<file path="src/rtl/rtc_pkg.sv">
// Shared definitions for the RTC bus engine and its register sequencer:
// FSM state encodings, default phase timing and RTC register addresses.
package rtc_pkg;

  typedef enum logic [2:0] {
    IDLE      = 3'd0,
    ADDR      = 3'd1,
    ADDR_HOLD = 3'd2,
    GAP       = 3'd3,
    DATA      = 3'd4,
    DATA_HOLD = 3'd5,
    DONE      = 3'd6,
    REC       = 3'd7
  } rtc_state_t;

  // Default phase timing, in clk cycles
  localparam int RTC_CNT_W  = 8;
  localparam int RTC_T_ADDR = 10;
  localparam int RTC_T_AH   = 2;
  localparam int RTC_T_GAP  = 5;
  localparam int RTC_T_DATA = 12;
  localparam int RTC_T_DH   = 2;
  localparam int RTC_T_REC  = 2;

  // RTC register map shared with the sequencer
  localparam logic [7:0] RTC_ADDR_CMD    = 8'hF1;
  localparam logic [7:0] RTC_ADDR_SEC    = 8'h21;
  localparam logic [7:0] RTC_ADDR_MIN    = 8'h22;
  localparam logic [7:0] RTC_ADDR_HOUR   = 8'h23;
  localparam logic [7:0] RTC_ADDR_DAY    = 8'h24;
  localparam logic [7:0] RTC_ADDR_MONTH  = 8'h25;
  localparam logic [7:0] RTC_ADDR_YEAR   = 8'h26;
  localparam logic [7:0] RTC_ADDR_T_SEC  = 8'h31;
  localparam logic [7:0] RTC_ADDR_T_MIN  = 8'h32;
  localparam logic [7:0] RTC_ADDR_T_HOUR = 8'h33;

endpackage

</file>
<file path="src/rtl/rtc_phase_timer.sv">
// Loadable down-counter for phase timing. Holds at zero; zero flag is a
// plain decode of the count.
module rtc_phase_timer #(
  parameter int CNT_W = 8
) (
  input  logic             clk,
  input  logic             reset,
  input  logic             load,
  input  logic [CNT_W-1:0] load_val,
  output logic             zero
);

  logic [CNT_W-1:0] cnt;

  // Load on phase entry, otherwise count down and stop at zero
  always_ff @(posedge clk) begin
    if (reset)
      cnt <= '0;
    else if (load)
      cnt <= load_val;
    else if (cnt != '0)
      cnt <= cnt - 1'b1;
  end

  assign zero = (cnt == '0);

endmodule

</file>
<file path="src/rtl/rtc_bus_ctrl.sv">
// Physical bus engine for the multiplexed address/data RTC interface.
// Runs one address phase followed by one data phase per request and pulses
// fin on completion. Optional macro RTC_BUS_SYNC_EN adds a 2-flop
// synchronizer on rtc_bus_i and delays read capture by two cycles.
//
// state     | meaning
// ----------+-------------------------------------------------------
// IDLE      | waiting for lectura/escritura
// ADDR      | address driven, wr_n strobe low (T_ADDR)
// ADDR_HOLD | strobe released, address still driven (T_AH)
// GAP       | chip deselected, bus released (T_GAP)
// DATA      | rd_n or wr_n strobe low (T_DATA)
// DATA_HOLD | strobes released, write data still driven (T_DH)
// DONE      | fin pulse, pins idle (1 cycle)
// REC       | recovery, requests ignored (T_REC)
module rtc_bus_ctrl
  import rtc_pkg::*;
#(
  parameter int CNT_W  = RTC_CNT_W,
  parameter int T_ADDR = RTC_T_ADDR,
  parameter int T_AH   = RTC_T_AH,
  parameter int T_GAP  = RTC_T_GAP,
  parameter int T_DATA = RTC_T_DATA,
  parameter int T_DH   = RTC_T_DH,
  parameter int T_REC  = RTC_T_REC
) (
  input  logic       clk,
  input  logic       reset,
  input  logic       lectura,
  input  logic       escritura,
  input  logic [7:0] dirout,
  input  logic [7:0] dato,
  output logic       fin,
  output logic [7:0] dato_leido,
  output logic       busy,
  output logic       rtc_cs_n,
  output logic       rtc_ad,
  output logic       rtc_rd_n,
  output logic       rtc_wr_n,
  output logic [7:0] rtc_bus_o,
  output logic       rtc_bus_oe,
  input  logic [7:0] rtc_bus_i
);

  rtc_state_t       state, state_next;
  logic             tmr_load, tmr_zero;
  logic [CNT_W-1:0] tmr_load_val;

  logic             op_wr;
  logic [7:0]       addr_q, data_q;
  logic             req, cap_evt;

  logic       fin_d, cs_n_d, ad_d, rd_n_d, wr_n_d, oe_d;
  logic [7:0] bus_o_d;

  assign req = lectura | escritura;

  rtc_phase_timer #(.CNT_W(CNT_W)) u_timer (
    .clk      (clk),
    .reset    (reset),
    .load     (tmr_load),
    .load_val (tmr_load_val),
    .zero     (tmr_zero)
  );

  // State register
  always_ff @(posedge clk) begin
    if (reset)
      state <= IDLE;
    else
      state <= state_next;
  end

  // Next-state logic; each phase ends when its timer reaches zero
  always_comb begin
    state_next = state;
    unique case (state)
      IDLE:      if (req)      state_next = ADDR;
      ADDR:      if (tmr_zero) state_next = ADDR_HOLD;
      ADDR_HOLD: if (tmr_zero) state_next = GAP;
      GAP:       if (tmr_zero) state_next = DATA;
      DATA:      if (tmr_zero) state_next = DATA_HOLD;
      DATA_HOLD: if (tmr_zero) state_next = DONE;
      DONE:                    state_next = REC;
      REC:       if (tmr_zero) state_next = IDLE;
      default:                 state_next = IDLE;
    endcase
  end

  // Timer reload on every phase change with the new phase length minus one
  always_comb begin
    tmr_load     = (state_next != state);
    tmr_load_val = '0;
    unique case (state_next)
      ADDR:      tmr_load_val = CNT_W'(T_ADDR - 1);
      ADDR_HOLD: tmr_load_val = CNT_W'(T_AH - 1);
      GAP:       tmr_load_val = CNT_W'(T_GAP - 1);
      DATA:      tmr_load_val = CNT_W'(T_DATA - 1);
      DATA_HOLD: tmr_load_val = CNT_W'(T_DH - 1);
      REC:       tmr_load_val = CNT_W'(T_REC - 1);
      default:   tmr_load_val = '0;
    endcase
  end

  // Pin values for the current state; registered below
  always_comb begin
    fin_d   = 1'b0;
    cs_n_d  = 1'b1;
    ad_d    = 1'b1;
    rd_n_d  = 1'b1;
    wr_n_d  = 1'b1;
    oe_d    = 1'b0;
    bus_o_d = 8'h00;
    unique case (state)
      ADDR: begin
        cs_n_d  = 1'b0;
        wr_n_d  = 1'b0;
        oe_d    = 1'b1;
        bus_o_d = addr_q;
      end
      ADDR_HOLD: begin
        cs_n_d  = 1'b0;
        oe_d    = 1'b1;
        bus_o_d = addr_q;
      end
      DATA: begin
        cs_n_d = 1'b0;
        ad_d   = 1'b0;
        if (op_wr) begin
          wr_n_d  = 1'b0;
          oe_d    = 1'b1;
          bus_o_d = data_q;
        end else begin
          rd_n_d = 1'b0;
        end
      end
      DATA_HOLD: begin
        cs_n_d = 1'b0;
        ad_d   = 1'b0;
        if (op_wr) begin
          oe_d    = 1'b1;
          bus_o_d = data_q;
        end
      end
      DONE:    fin_d = 1'b1;
      default: ;
    endcase
  end

  // Registered pins
  always_ff @(posedge clk) begin
    if (reset) begin
      fin        <= 1'b0;
      rtc_cs_n   <= 1'b1;
      rtc_ad     <= 1'b1;
      rtc_rd_n   <= 1'b1;
      rtc_wr_n   <= 1'b1;
      rtc_bus_oe <= 1'b0;
      rtc_bus_o  <= 8'h00;
    end else begin
      fin        <= fin_d;
      rtc_cs_n   <= cs_n_d;
      rtc_ad     <= ad_d;
      rtc_rd_n   <= rd_n_d;
      rtc_wr_n   <= wr_n_d;
      rtc_bus_oe <= oe_d;
      rtc_bus_o  <= bus_o_d;
    end
  end

  // Request latch at accept; write wins when both requests are high
  always_ff @(posedge clk) begin
    if (reset) begin
      op_wr  <= 1'b0;
      addr_q <= 8'h00;
      data_q <= 8'h00;
    end else if (state == IDLE && req) begin
      op_wr  <= escritura;
      addr_q <= dirout;
      data_q <= dato;
    end
  end

  assign busy    = (state != IDLE);
  assign cap_evt = (state == DATA) && tmr_zero && !op_wr;

`ifdef RTC_BUS_SYNC_EN
  // Capture lands in DATA_HOLD, so it must last at least two cycles
  if (T_DH < 2) begin : g_bad_t_dh
    $error("rtc_bus_ctrl: T_DH must be >= 2 with RTC_BUS_SYNC_EN");
  end

  logic [7:0] bus_s1, bus_s2;
  logic       cap_p1, cap_p2;

  // Synchronize the bus and capture the value seen at the final DATA edge
  always_ff @(posedge clk) begin
    if (reset) begin
      bus_s1     <= 8'h00;
      bus_s2     <= 8'h00;
      cap_p1     <= 1'b0;
      cap_p2     <= 1'b0;
      dato_leido <= 8'h00;
    end else begin
      bus_s1 <= rtc_bus_i;
      bus_s2 <= bus_s1;
      cap_p1 <= cap_evt;
      cap_p2 <= cap_p1;
      if (cap_p2)
        dato_leido <= bus_s2;
    end
  end
`else
  // Capture the bus directly at the final DATA edge of a read
  always_ff @(posedge clk) begin
    if (reset)
      dato_leido <= 8'h00;
    else if (cap_evt)
      dato_leido <= rtc_bus_i;
  end
`endif

endmodule

</file>
<file path="config.mk">
export PLATFORM = sky130hd
export DESIGN_NAME = rtc_bus_ctrl
export DESIGN_NICKNAME = d
export VERILOG_FILES = /design/src/rtl/rtc_pkg.sv /design/src/rtl/rtc_phase_timer.sv /design/src/rtl/rtc_bus_ctrl.sv
export SDC_FILE = /design/constraint.sdc
export NUM_CORES = 1
export LEC_CHECK = 0
export BUFFER_PORTS_ARGS = -buffer_cell sky130_fd_sc_hd__buf_2
export CORE_ASPECT_RATIO = 1.4
export CORE_MARGIN = 2
export CORE_UTILIZATION = 50
export DETAILED_ROUTE_END_ITERATION = 12
export GPL_ROUTABILITY_DRIVEN = 1
export HOLD_SLACK_MARGIN = 0.03
export PLACE_DENSITY = 0.82
export RECOVER_POWER = 100
export SLEW_MARGIN = 5
export SYNTH_ARGS = -nofsm -noshare
export SYNTH_HDL_FRONTEND = slang
export SYNTH_SLANG_ARGS = --single-unit
</file>
<file path="constraint.sdc">
create_clock -name clk -period 5 [get_ports clk]
set_input_delay 0.25 -clock clk [delete_from_list [all_inputs] [get_ports clk]]
set_output_delay 0.25 -clock clk [all_outputs]
set_load 0.005 [all_outputs]
</file>
; ---- Word-level counts from Yosys, hierarchy flattened
; Cells that the tools add are included.
[totals]
register_bits = 50
input_bits = 28
out_inout_bits = 23
word_cells = 64
[classes]
addsub = 1
n_eq_ne = 14
n_mux = 20
n_bitwise = 2
reduce_logical = 14
[op_table]
columns = op, n
row1 = 2-to-1 mux 8 bit, 3
row2 = one-hot mux 3 bit (8 select lines), 1
row3 = "== test 3 bit, second input constant", 7
row4 = 2-to-1 mux 3 bit, 7
row5 = one-hot mux 4 bit (4 select lines), 1
row6 = one-hot mux 8 bit (2 select lines), 1
row7 = "== test 3 x 2 -> 1 bit, second input constant", 4
row8 = logical NOT 8 bit, 1
row9 = nonzero test 8 bit, 1
row10 = "subtractor 8 x 1 -> 8 bit, second input constant", 1
row11 = "== test 3 x 1 -> 1 bit, second input constant", 2
row12 = OR reduction 2 bit, 3
row13 = 2-to-1 mux 1 bit, 5
row14 = one-hot mux 1 bit (2 select lines), 2
row15 = OR reduction 4 bit, 1
row16 = logical AND 1 bit, 3
row17 = logical NOT 3 bit, 1
row18 = inequality test 3 bit, 1
row19 = nonzero test 3 bit, 1
row20 = OR reduction 3 bit, 1
row21 = nonzero test 2 bit, 1
row22 = logical NOT 1 bit, 1
row23 = NOT 1 bit, 1
row24 = bitwise OR 1 bit, 1

; ---- Depth between registers and ports, before layout
[depth]
ltp_word = 7
depth_mapped = 6
ltp_nobuf = 6

; ---- Modules after synthesis
; A second synthesis with hierarchy kept.
[hier_totals]
hier_cells = 252
hier_area_um2 = 2333.5
[by_module_without_submodules]
columns = mod, instances, cells_per_inst, area_each_um2
row1 = rtc_bus_ctrl, 1, 199, 1858.0
row2 = rtc_phase_timer, 1, 53, 475.5

; ---- Worst setup path after synthesis
; Ideal clock, no wire load.
[synth_timing]
path_kind = reg-to-reg
start = register u_timer.cnt[0]
end = register dato_leido[0]
setup_ps = 128
t_arrival_ps = 1613
t_required_ps = 4872
path_slack_ps = 3259
stages_incl_launch_ff = 7
n_path_buf = 0
path_cell_list = dfxtp_1 > inv_1 > ha_1 > nor3b_2 > nand3_2 > mux2i_1 > nor2_1
[synth_via]
elab_chain_len = 3
[synth_lines]
columns = item, line_no
row1 = start: declaration, rtc_phase_timer.sv:13  ; logic [CNT_W-1:0] cnt;
row2 = start signal: assignment, rtc_phase_timer.sv:20  ; cnt <= load_val;
row3 = start signal: assignment, rtc_phase_timer.sv:22  ; cnt <= cnt - 1'b1;
row4 = logical NOT 8 bit, rtc_phase_timer.sv:25  ; assign zero = (cnt == '0);
row5 = logical AND 1 bit (2 in series), rtc_bus_ctrl.sv:185  ; assign cap_evt = (state == DATA) && tmr_zero && !op_wr;
row6 = end signal: assignment, rtc_bus_ctrl.sv:219  ; dato_leido <= rtc_bus_i;
row7 = end: declaration, rtc_bus_ctrl.sv:34  ; output logic [7:0] dato_leido,
; Every way passes these cells.
; A chain may end at the register's enable or synchronous reset.

; ---- Worst setup path after layout
[layout_timing]
start = register u_timer.cnt[0]
end = register dato_leido[2]
; Same word-level chain as after synthesis.

==> impl_metrics.yaml <==
outcome:
  status: "complete, no violations"
global_route:
  grt_use_total_pct: 20.4
  antenna_found_initial: 0
  grt_pass1_vias: 1636
  grt_overflow_total: 0
  grt_pass1_wl_microns: 7320
  grt_max_degree: 35
cells_and_area:
  layout-drive-gt1-share_pct: 20.2
  nNetsFinal: 310
  diodes: 0
  fill_cells: 352
  multi_input_area_sq_um: 940
  regArea_sq_um: 1000
  area_delta_synth_final_pct: 17.8
job:
  drv_cap: 0
clocking:
  cts_tree: "built"
  cts_resized: 0
  cts_buffer_depth: 2
  cts.sinks: 50
  cts_buffers: 5
  h-tree-depth: 2
  cts_hold_buf: 0
  clk_latency_ns: 0.31
  post_cts_buffers: 0
  clockRootBuffer: "clkbuf_8"
  path_clk_slew_ns: 0.09
critical_path:
  timing.rr.end: "dato_leido[2]$_SDFFE_PP0P_"
  cp_cell_sequence: "inv_1, ha_1, nor3b_1, nand3_1, mux2i_1, nor2_1"
  worstSetupEndpointType: "flop"
  path_class: "reg2reg"
  worstPathArrival_ns: 2.96
  r2r_start: "u_timer.cnt[0]$_SDFFE_PP0P_"
  path_max_fanout: 10
  max_stage_delay_ns: 0.97
  startpoint_type: "flop"
  slowest_stage: "nor3b_1"
  reg2reg_depth: 6
  critical_path.top_delay_family: "simple AND/OR/NAND/NOR gates"
  worstPathRequired_ns: 5.18
  crit_buf_inv: 1
  r2r_slack_ns: 2.22
floorplan:
  fp.dieW_microns: 58.0
  io_pins: 51
  die_y_microns: 79.6
  core_sq_um: 3920
  initial_utilization_pct: 52.0
  dieArea_sq_um: 4610
  rows: 27
yosys:
  synth_area_leader_cell: "dfxtp_1"
  synthCells: 236
  ys_warn_count: 0
  synth_seq_area_share_pct: 49.1
  yosysTopAreaCellShare_pct: 49.1
  ys_top_cells_by_area: "dfxtp_1 (49%), nand2_1 (7.4%), a21oi_1 (6.4%)"
  syn_area_per_cell_sq_um: 8.64
  synth_nets: 265
  ys_types: 43
  synth_flop_cell: "dfxtp_1"
  syn_area_sq_um: 2040
  yosys_register_bits: 50
  async_flop_share_pct: 0
  synth_enable_flop_cells: 0
pwr:
  p_leak_nw: 1.05
  p_per_area_nw_per_um2: 599
  peakVddDrop_v: 0.000347
min_path:
  worst_hold_path.endpoint: "data_q[3]$_SDFFE_PP0P_"
  min-delay-start: "dato[3]"
  min_path_cells: 3
  hold_class: "in2reg"
timing:
  final-max-slew-violation-count: 0
  setup_viol: 0
  period_share_pct: 55.6
  hold_violations: 0
  tns_ns: 0
  tightest_slew_ns: 1.20
  rsz0062_at_grt: "no"
  slew-limit-headroom_pct: 19.7
  max_freq_ghz: 0.360
  layout_min_cycle_time_ns: 2.78
  finClkSkew_ns: 0.00466
  layout_setup_ws_ns: 2.22
place:
  place_hpwl_microns: 3120
  pre_cts_slack_ns: 2.84
  numPortBuffers: 50
  place_congestion: 0.857
routing:
  drcViolationCount: 0
  drt.antenna.violating_nets: 0
  viasPerCell: 5.44
  totalWireLength_microns: 4400
  drt-pass1-iter-count: 4
  first_iter_violations: 71
  wire_per_inst_microns: 13.5
  route.vias.total: 1768
## final cells by class
class / count / share of cell area [%]
inverter: 8 / 1.25
clock buffer: 5 / 2.86
tap: 43 / 2.24
sequential: 50 / 41.7
clock inverter: 3 / 2.86
timing repair buffer: 50 / 10.0
multi-input combinational: 166 / 39.1
## cell families after synthesis
group | count (synthesis) | synth area share, %
xor gates and xnor gates | 6 | 2.58
and+or+nand+nor | 97 | 23.1
DFF | 50 | 49.1
muxes | 10 | 4.91
AOI/OAI and AO/OA | 52 | 15.5
adders and majority gates | 1 | 0.613
buffers and inverters | 20 | 4.23
## placed cells by master, fill, tap and decap left out, types with 8 or more instances in the layout
master    instances
nand2_1          40
buf_2            42
dfxtp_1          50
inv_1             8
clkbuf_1          8
mux2i_1          10
a21oi_1          26
a22oi_1          10
nor2_1           31
## state kept, by name, summed over array words and instances (netlist names)
register,flops
state,3
rtc_cs_n,1
fin,1
rtc_bus_oe,1
dato_leido,8
op_wr,1
data_q,8
addr_q,8
rtc_bus_o,8
u_timer.cnt,8
rtc_wr_n,1
rtc_rd_n,1
rtc_ad,1
## through the flow
stage | power [mW] | hold slack (ns) | instance area (sq um) | utilization, % | std cells
floorplan | 0.993 | 0.386 | 2040 | - | 236
global placement | 1.11 | 0.443 | 2290 | 58.4 | 317
detailed placement | 1.12 | 0.448 | 2290 | 58.4 | 317
CTS | 1.45 | 0.168 | 2420 | 61.9 | 325
global route | 1.54 | 0.171 | 2400 | 61.3 | 325
finish | 1.44 | 0.170 | 2400 | 61.3 | 325
## worst max-delay path by stage
stage / from / cells after the start / to
6_report: u_timer.cnt[0]$_SDFFE_PP0P_ / 6 / dato_leido[2]$_SDFFE_PP0P_
5_1_grt: u_timer.cnt[0]$_SDFFE_PP0P_ / 6 / dato_leido[6]$_SDFFE_PP0P_
4_1_cts: state[0]$_SDFF_PP0_ / 5 / data_q[1]$_SDFFE_PP0P_
3_5_place_dp: state[2]$_SDFF_PP0_ / 5 / data_q[1]$_SDFFE_PP0P_
3_3_place_gp: state[0]$_SDFF_PP0_ / 5 / data_q[1]$_SDFFE_PP0P_
2_1_floorplan: u_timer.cnt[0]$_SDFFE_PP0P_ / 6 / dato_leido[0]$_SDFFE_PP0P_
## cells in the mapped netlist (all sizes together), types with 2 or more instances
| master | number |
|---|---|
| dfxtp | 50 |
| nand2 | 40 |
| nor2 | 31 |
| a21oi | 26 |
| a22oi | 10 |
| mux2i | 10 |
| inv | 8 |
| clkbuf | 7 |
| o21ai | 6 |
| xnor2 | 6 |
| buf | 5 |
| nand3 | 4 |
| nor3 | 4 |
| nor4 | 3 |
| a211oi | 2 |
| a22o | 2 |
| and2 | 2 |
| and3 | 2 |
| nor2b | 2 |
## power by group
part | internal, mW | leakage [nW] | switching, mW
clock network | 0.200 | 0.0683 | 0.133
logic | 0.218 | 0.573 | 0.323
registers | 0.481 | 0.408 | 0.0844
## worst register-to-register path: stages, from the launching register on
cell	delay, ns
dfxtp_1	0.34
inv_1	0.09
ha_1	0.19
nor3b_1	0.97
nand3_1	0.66
mux2i_1	0.34
nor2_1	0.06
## per-layer routing
| metal | up-vias | track usage, % | part of all wire (%) |
|---|---|---|---|
| met5 | - | 0 | 0 |
| met4 | 0 | 8.84 | 2.2 |
| met3 | 8 | 3.89 | 3.6 |
| met2 | 41 | 36.9 | 54 |
| met1 | 823 | 22.7 | 40 |
| li1 | 896 | - | - |
No activity file was read; power rests on OpenSTA's default activity.
